**config.mk**
```make
export PLATFORM = sky130hd
export DESIGN_NAME = fall_qualifier
export DESIGN_NICKNAME = d
export VERILOG_FILES = /design/src/rtl/fall_qualifier.sv
export SDC_FILE = /design/constraint.sdc
export NUM_CORES = 1
export LEC_CHECK = 0
export CORE_ASPECT_RATIO = 0.8
export CORE_MARGIN = 8
export CORE_UTILIZATION = 27
export CTS_CLUSTER_SIZE = 30
export DETAILED_ROUTE_END_ITERATION = 7
export PLACE_DENSITY = 0.43
export SYNTH_ARGS = -nofsm -noshare
export SYNTH_HDL_FRONTEND = slang
export SYNTH_SLANG_ARGS = --single-unit
```
**constraint.sdc**
```tcl
create_clock -name clk -period 3 [get_ports clk]
set_input_delay 0.6 -clock clk [delete_from_list [all_inputs] [get_ports clk]]
set_output_delay 0.6 -clock clk [all_outputs]
set_load 0.1 [all_outputs]
```
**src/rtl/fall_qualifier.sv**
```systemverilog
// Fall signature qualifier: free-fall, impact, then stillness.
// Holds fall_sensor high on a confirmed fall until clear or reset.
module fall_qualifier #(
  parameter int MAG_W         = 12,
  parameter int FF_TH         = 200,
  parameter int IMPACT_TH     = 2500,
  parameter int ONE_G         = 1000,
  parameter int STILL_BAND    = 300,
  parameter int FF_MIN        = 8,
  parameter int IMPACT_WIN    = 50,
  parameter int STILL_SAMPLES = 200,
  parameter int STILL_WIN     = 400
) (
  input  logic             clk,
  input  logic             reset,
  input  logic             sample_valid,
  input  logic [MAG_W-1:0] accel_mag,
  input  logic             clear,
  output logic             fall_sensor,
  output logic [7:0]       fall_count,
  output logic [2:0]       state
);

  localparam int FF_W = $clog2(FF_MIN + 1);
  localparam int WN_W = $clog2(IMPACT_WIN + 1);
  localparam int SC_W = $clog2(STILL_SAMPLES + 1);
  localparam int ST_W = $clog2(STILL_WIN + 1);

  localparam int LO_I = (ONE_G > STILL_BAND) ? ONE_G - STILL_BAND : 0;
  localparam int HI_I = ONE_G + STILL_BAND;

  localparam logic [MAG_W-1:0] FF_TH_C  = MAG_W'(FF_TH);
  localparam logic [MAG_W-1:0] IMP_TH_C = MAG_W'(IMPACT_TH);
  localparam logic [MAG_W:0]   STILL_LO = (MAG_W + 1)'(LO_I);
  localparam logic [MAG_W:0]   STILL_HI = (MAG_W + 1)'(HI_I);
  localparam logic [FF_W-1:0]  FF_MIN_C = FF_W'(FF_MIN);
  localparam logic [WN_W-1:0]  WIN_C    = WN_W'(IMPACT_WIN);
  localparam logic [SC_W-1:0]  SC_C     = SC_W'(STILL_SAMPLES);
  localparam logic [ST_W-1:0]  ST_C     = ST_W'(STILL_WIN);

  if (!(FF_TH < LO_I && HI_I < IMPACT_TH)) begin : g_bad_thresholds
    $error("fall_qualifier: thresholds overlap the still band");
  end

  typedef enum logic [2:0] {
    S_IDLE        = 3'd0,
    S_FREEFALL    = 3'd1,
    S_IMPACT_WAIT = 3'd2,
    S_STILL_CHECK = 3'd3,
    S_FALL        = 3'd4
  } state_t;

  state_t          state_q, state_d;
  logic [FF_W-1:0] ff_cnt_q, ff_cnt_d;
  logic [WN_W-1:0] win_cnt_q, win_cnt_d;
  logic [SC_W-1:0] still_cnt_q, still_cnt_d;
  logic [ST_W-1:0] still_tot_q, still_tot_d;
  logic [7:0]      fall_count_q, fall_count_d;
  logic            fall_sensor_q, fall_sensor_d;

  logic            is_ff, is_impact, is_still;
  logic [WN_W-1:0] win_inc;
  logic [SC_W-1:0] sc_next;
  logic [ST_W-1:0] tot_inc;

  // Sample classification against the three magnitude regions
  always_comb begin
    is_ff     = accel_mag < FF_TH_C;
    is_impact = accel_mag >= IMP_TH_C;
    is_still  = ({1'b0, accel_mag} >= STILL_LO) &&
                ({1'b0, accel_mag} <= STILL_HI);
  end

  // Next-state and counter update; clear overrides any sample
  always_comb begin
    state_d      = state_q;
    ff_cnt_d     = ff_cnt_q;
    win_cnt_d    = win_cnt_q;
    still_cnt_d  = still_cnt_q;
    still_tot_d  = still_tot_q;
    fall_count_d = fall_count_q;
    win_inc      = win_cnt_q + 1'b1;
    tot_inc      = still_tot_q + 1'b1;
    sc_next      = is_still ? still_cnt_q + 1'b1 : '0;
    if (clear) begin
      state_d     = S_IDLE;
      ff_cnt_d    = '0;
      win_cnt_d   = '0;
      still_cnt_d = '0;
      still_tot_d = '0;
    end else if (sample_valid) begin
      unique case (state_q)
        S_IDLE: begin
          if (is_ff) begin
            ff_cnt_d = FF_W'(1);
            state_d  = S_FREEFALL;
          end
        end
        S_FREEFALL: begin
          if (is_ff) begin
            if (ff_cnt_q < FF_MIN_C) ff_cnt_d = ff_cnt_q + 1'b1;
          end else if (ff_cnt_q < FF_MIN_C) begin
            state_d = S_IDLE;
          end else if (is_impact) begin
            state_d     = S_STILL_CHECK;
            still_cnt_d = '0;
            still_tot_d = '0;
          end else begin
            state_d   = S_IMPACT_WAIT;
            win_cnt_d = WN_W'(1);
          end
        end
        S_IMPACT_WAIT: begin
          if (is_impact) begin
            state_d     = S_STILL_CHECK;
            still_cnt_d = '0;
            still_tot_d = '0;
          end else begin
            win_cnt_d = win_inc;
            if (win_inc == WIN_C) state_d = S_IDLE;
          end
        end
        S_STILL_CHECK: begin
          still_tot_d = tot_inc;
          still_cnt_d = sc_next;
          if (sc_next == SC_C) begin
            state_d = S_FALL;
            if (fall_count_q != 8'hFF) fall_count_d = fall_count_q + 8'd1;
          end else if (tot_inc == ST_C) begin
            state_d = S_IDLE;
          end
        end
        S_FALL: begin
        end
        default: state_d = S_IDLE;
      endcase
    end
    fall_sensor_d = (state_d == S_FALL);
  end

  // State, counters and registered outputs
  always_ff @(posedge clk or negedge reset) begin
    if (!reset) begin
      state_q       <= S_IDLE;
      ff_cnt_q      <= '0;
      win_cnt_q     <= '0;
      still_cnt_q   <= '0;
      still_tot_q   <= '0;
      fall_count_q  <= '0;
      fall_sensor_q <= 1'b0;
    end else begin
      state_q       <= state_d;
      ff_cnt_q      <= ff_cnt_d;
      win_cnt_q     <= win_cnt_d;
      still_cnt_q   <= still_cnt_d;
      still_tot_q   <= still_tot_d;
      fall_count_q  <= fall_count_d;
      fall_sensor_q <= fall_sensor_d;
    end
  end

  assign fall_sensor = fall_sensor_q;
  assign fall_count  = fall_count_q;
  assign state       = state_q;

endmodule

```
# After elaboration in Yosys (flattened, before gate mapping)

Index checks and enable logic that the tools add are counted.

Register bits: 39
Output and inout bits: 12

Add/subtract/negate cells: 5
Magnitude comparators: 5
Eq/ne operators: 16
Multiplexer cells: 37
Bitwise gates (word level): 1
Reduce and logical (&&, ||, !) cells: 10

Operators by type and width:

| operator               | count |
|---|---|
| $mux W8                | 6 |
| $mux W9                | 5 |
| $mux W6                | 6 |
| $pmux W9 S3            | 1 |
| $mux W3                | 8 |
| $pmux W8 S3            | 1 |
| $ne A3 B3 Y1 const B   | 7 |
| $mux W4                | 5 |
| $add A8 B1 Y8 const B  | 2 |
| $pmux W3 S5            | 1 |
| $ge A12 B10 Y1 const B | 1 |
| $ge A12 B12 Y1 const B | 1 |
| $le A12 B11 Y1 const B | 1 |
| $lt A12 B8 Y1 const B  | 1 |
| $pmux W6 S2            | 1 |
| $reduce_and A5 Y1      | 2 |
| $add A9 B1 Y9 const B  | 1 |
| $eq A9 B9 Y1 const B   | 1 |
| $eq A8 B8 Y1 const B   | 1 |
| $ne A8 B8 Y1 const B   | 1 |
| $pmux W4 S2            | 1 |
| $add A6 B1 Y6 const B  | 1 |
| $eq A3 B2 Y1 const B   | 2 |
| $eq A3 B3 Y1 const B   | 2 |
| other kinds (14)       | 15 |

# Depth between registers and ports, before layout

Depth in word-level cells: 9
Gate-level depth with buffers: 8

# Least setup slack after synthesis

OpenSTA, ideal clock, no wires.

Path kind: register to register
Start point: register state_q[1] (netlist: state[1])
End point: register still_cnt_q[2]
Library setup time: 0.138 ns
Arrival: 2.302 ns
Data required time: 2.862 ns
Path slack: 0.560 ns
Stages on the path, launching flop included: 8
Cells stage by stage: dfrtp_1 -> clkbuf_1 -> nor3_1 -> o2bb2ai_1 -> nor2b_1 -> clkbuf_1 -> clkbuf_1 -> a31oi_1

Longest elaborated chain between the ends: 4
Elaborated cells on any way between the ends: 10

Ends and longest elaborated chain:

| item                                         | line | source |
|---|---|---|
| start: declaration                           | 53   | `state_t state_q, state_d;` |
| start signal: assignment                     | 152  | `state_q <= state_d;` |
| $eq A3 B2 Y1 or $eq A3 B1 Y1 (tied branches) | 92   | `unique case (state_q)` |
| $pmux W8 S3                                  | 92   |  |
| $mux W8                                      | 91   | `end else if (sample_valid) begin` |
| $mux W8                                      | 85   | `if (clear) begin` |
| end signal: assignment                       | 155  | `still_cnt_q <= still_cnt_d;` |
| end: declaration                             | 56   | `logic [SC_W-1:0] still_cnt_q, still_cnt_d;` |

Several ways; a longest one is shown, not always the timed one. The select of a mux whose other input is x is not followed.
A chain may end at the register's enable or synchronous reset.

# Worst setup path in the final report

Start point: input port accel_mag[9]
End point: register still_cnt_q[5]

Longest elaborated chain between the ends: 7
Elaborated cells on any way between the ends: 14

Ends and longest elaborated chain:

| item                 | line | source |
|---|---|---|
| start: declaration   | 17   | `input logic [MAG_W-1:0] accel_mag,` |
| $ge A12 B12 Y1       | 69   | `is_impact = accel_mag >= IMP_TH_C;` |
| $mux W8 (3 in a row) | --   |  |
| $pmux W8 S3          | 92   |  |
| $mux W8              | 91   |  |
| $mux W8              | 85   |  |

Several ways; a longest one is shown, not always the timed one. The select of a mux whose other input is x is not followed.

==> results.sh <==
export IMPL_rows=31
export IMPL_synth_area_per_cell_um2=8.95
export IMPL_finalSetupViolations=0
export IMPL_grt_overflow=0
export IMPL_fin_nets=337
export IMPL_drc=0
export IMPL_rr_worst_depth=7
export IMPL_diodes=0
export IMPL_io_buffer_count=27
export IMPL_slowest_delay_ns=0.54
export IMPL_powerDensity_nw_per_um2=375
export IMPL_synth_seq_cells=39
export IMPL_die_h_um=102
export IMPL_placedCellCount=422
export IMPL_yosys_area_share_simple_pct=28.8
export IMPL_die_area_um2=12600
export IMPL_status="finished, final reports clean"
export IMPL_yosysTopAreaCell="dfrtp_1"
export IMPL_leakage_uw=0.00139
export IMPL_cts_root_buf="clkbuf_16"
export IMPL_clkTransAtPathRegs_ns=0.06
export IMPL_yosys_warnings=0
export IMPL_clock_latency_ns=0.29
export IMPL_first_iter_violations=122
export IMPL_cts_max_path_buffers=2
export IMPL_gp_congestion=0.790
export IMPL_arrival_ns=2.77
export IMPL_crit_slowest_cell="or4_1"
export IMPL_grt_pass1_wl_um=10800
export IMPL_dieWidth_um=124
export IMPL_r2r_slack_ns=0.59
export IMPL_antenna_found_initial=0
export IMPL_syn_nets=303
export IMPL_hold_viol_final=0
export IMPL_clock_skew_ns=0.00535
export IMPL_grt_usage_pct=10.9
export IMPL_critPathMaxFanout=5
export IMPL_end_kind="flop"
export IMPL_slew_headroom_pct=39.2
export IMPL_cts_sink_count=39
export IMPL_final_setup_tns_ns=0
export IMPL_synthDistinctLibCells=60
export IMPL_synth_top_cell_area_share_pct=39.0
export IMPL_path_class="in2reg"
export IMPL_synth_edff_count=0
export IMPL_synthTopCellsByCount="39 x dfrtp_1, 28 x nor2_1, 23 x nand2_1"
export IMPL_wl_per_cell_um=15.1
export IMPL_cp_common_cell="o21ai_0"
export IMPL_final_setup_worst_slack_ns=0.434
export IMPL_synthFlopType="dfrtp_1"
export IMPL_max_vdd_ir_drop_mv=0.210
export IMPL_grt_max_degree=40
export IMPL_hpwlAfterDp_um=4770
export IMPL_routed_wl_um=6480
export IMPL_synth_adder_area_share_pct=3.50
export IMPL_cts_setup_buffers=0
export IMPL_slew_viol_final=0
export IMPL_cts_tree="yes"
export IMPL_seq_area_frac_synth_pct=39.0
export IMPL_fmax_mhz=390
export IMPL_crit_chain="clkdlybuf4s50_1 -> or4_1 -> a21oi_1 -> o311ai_1 -> nor3_2 -> o21ai_0 -> o21ai_0"
export IMPL_dr_pass1_iters=4
export IMPL_yosysMostFrequentCell="dfrtp_1"
export IMPL_fin_cells=430
export IMPL_ctsResizeCount=0
export IMPL_start_util_pct=27.7
export IMPL_fin_crit_ns=2.57
export IMPL_grt_pass1_vias=2025
export IMPL_cts_htree_levels=2
export IMPL_cts_hold_buf=0
export IMPL_synthCells=280
export IMPL_synthArstFlopShare_pct=100
export IMPL_area_delta_synth_final_pct=22.0
export IMPL_synth_compound_area_share_pct=20.0
export IMPL_antenna_left=0
export IMPL_num_io_pins=28
export IMPL_drv_cap=0
export IMPL_cts_inserted_buffers=5
export IMPL_drive_above_1_share_pct=14.0
export IMPL_via_per_inst=4.93
export IMPL_path_delay_family="simple AND/OR/NAND/NOR gates"
export IMPL_synth_top_cells_by_area="dfrtp_1 39%, nor2_1 4.2%, o21ai_0 4.2%, ha_1 3.5%, nand2_1 3.4%"
export IMPL_critPathRequiredTime_ns=3.20
export IMPL_tightest_slew_ns=0.913
export IMPL_start_kind="primary input"
export IMPL_r2r_end="state[1]"
export IMPL_critical_path_buf_inv_count=1
export IMPL_coreArea_um2=9040
export IMPL_vias=2119
export IMPL_synth_xor_area_share_pct=4.20
export IMPL_post_place_ws_ns=0.213
export IMPL_finalCritPeriodShare_pct=85.5
export IMPL_r2r_start="still_cnt_q[1]"
export IMPL_synth_top_family_by_area="simple AND/OR/NAND/NOR gates"
export IMPL_hold_class="in2async"
export IMPL_synthMuxAreaShare_pct=1.30
export IMPL_synth_area_um2=2500
export IMPL_rsz0062_at_grt="false"
## power breakdown
part           total [uW]  internal (uW)  leakage [uW]  switching, uW
clock network         523            308     0.0000679            216
registers             533            528      0.000543           5.02
logic                87.3           38.3      0.000782           49.0
total                1140            874       0.00139            270
## sequential cells by signal (all words and copies together), names as in the netlist
| register | cells |
|---|---|
| win_cnt_q | 6 |
| still_tot_q | 9 |
| ff_cnt_q | 4 |
| still_cnt_q | 8 |
| fall_count | 8 |
| state | 3 |
| fall_sensor | 1 |
## per-stage QoR
step | total power, uW | cell area [um2] | utilization [%] | hold slack [ns]
finish | 1140 | 3060 | 33.8 | 0.443
global route | 1200 | 3060 | 33.8 | 0.529
detailed placement | 632 | 2920 | 32.3 | 0.492
CTS | 1170 | 3060 | 33.8 | 0.489
global placement | 632 | 2920 | 32.3 | 0.487
floorplan | 578 | 2500 | - | 0.304
## worst max-delay path by stage
stage / start / to / slack (ns) / cells after the start
CTS: accel_mag[9] / still_cnt_q[5] / 0.48 / 7
finish: accel_mag[9] / still_cnt_q[5] / 0.43 / 7
floorplan: state[1] / still_cnt_q[2] / 0.56 / 7
detailed placement: accel_mag[9] / still_cnt_q[5] / 0.21 / 7
global placement: accel_mag[8] / still_tot_q[8] / 0.21 / 9
global route: accel_mag[9] / still_cnt_q[5] / 0.25 / 7
## cell families (layout without fill, tap and decap cells)
group                    count (synthesis)  count (layout)
buffers and inverters                   21              56
AO/OA/AOI/OAI                           72              72
flip-flops                              39              39
multiplexers                             3               3
AND/OR/NAND/NOR                        126             126
XOR/XNOR                                12              12
adder cells (fa/ha/maj)                  7               7
## layer usage
layer | track usage [%] | vias up | wire length (um)
met3 | 2.54 | 8 | 151
met4 | 4.16 | 0 | 93
met2 | 14.6 | 19 | 2760
met5 | 0 | - | 0
li1 | - | 1093 | -
met1 | 16.2 | 999 | 3480
## cell type report
cell class,count,area (um2)
Timing Repair Buffer,37,310
Multi-Input combinational cell,220,1450
Clock inverter,1,5.00
Sequential cell,39,976
Inverter,11,41.3
Fill cell,921,5980
Tap cell,115,144
Clock buffer,7,133
## cell usage in the layout, fill, tap and decap left out, types with 3 or more instances in the layout
cell type and instances:
inv_1 11, a21o_1 7, clkbuf_16 5, nor2b_1 3, a21oi_1 8, o21ai_0 21, nand3_1 14, clkdlybuf4s50_1 14
o21ai_1 3, buf_4 22, nand4_1 5, nor2_1 28, nand2_1 23, nor3_1 9, and3_1 8, ha_1 7
nor3b_1 3, nand2b_1 8, xor2_1 6, dfrtp_1 39, a31oi_1 6, nor4_1 4, xnor2_1 6
Note: power is estimated with default switching activity, not from simulation.
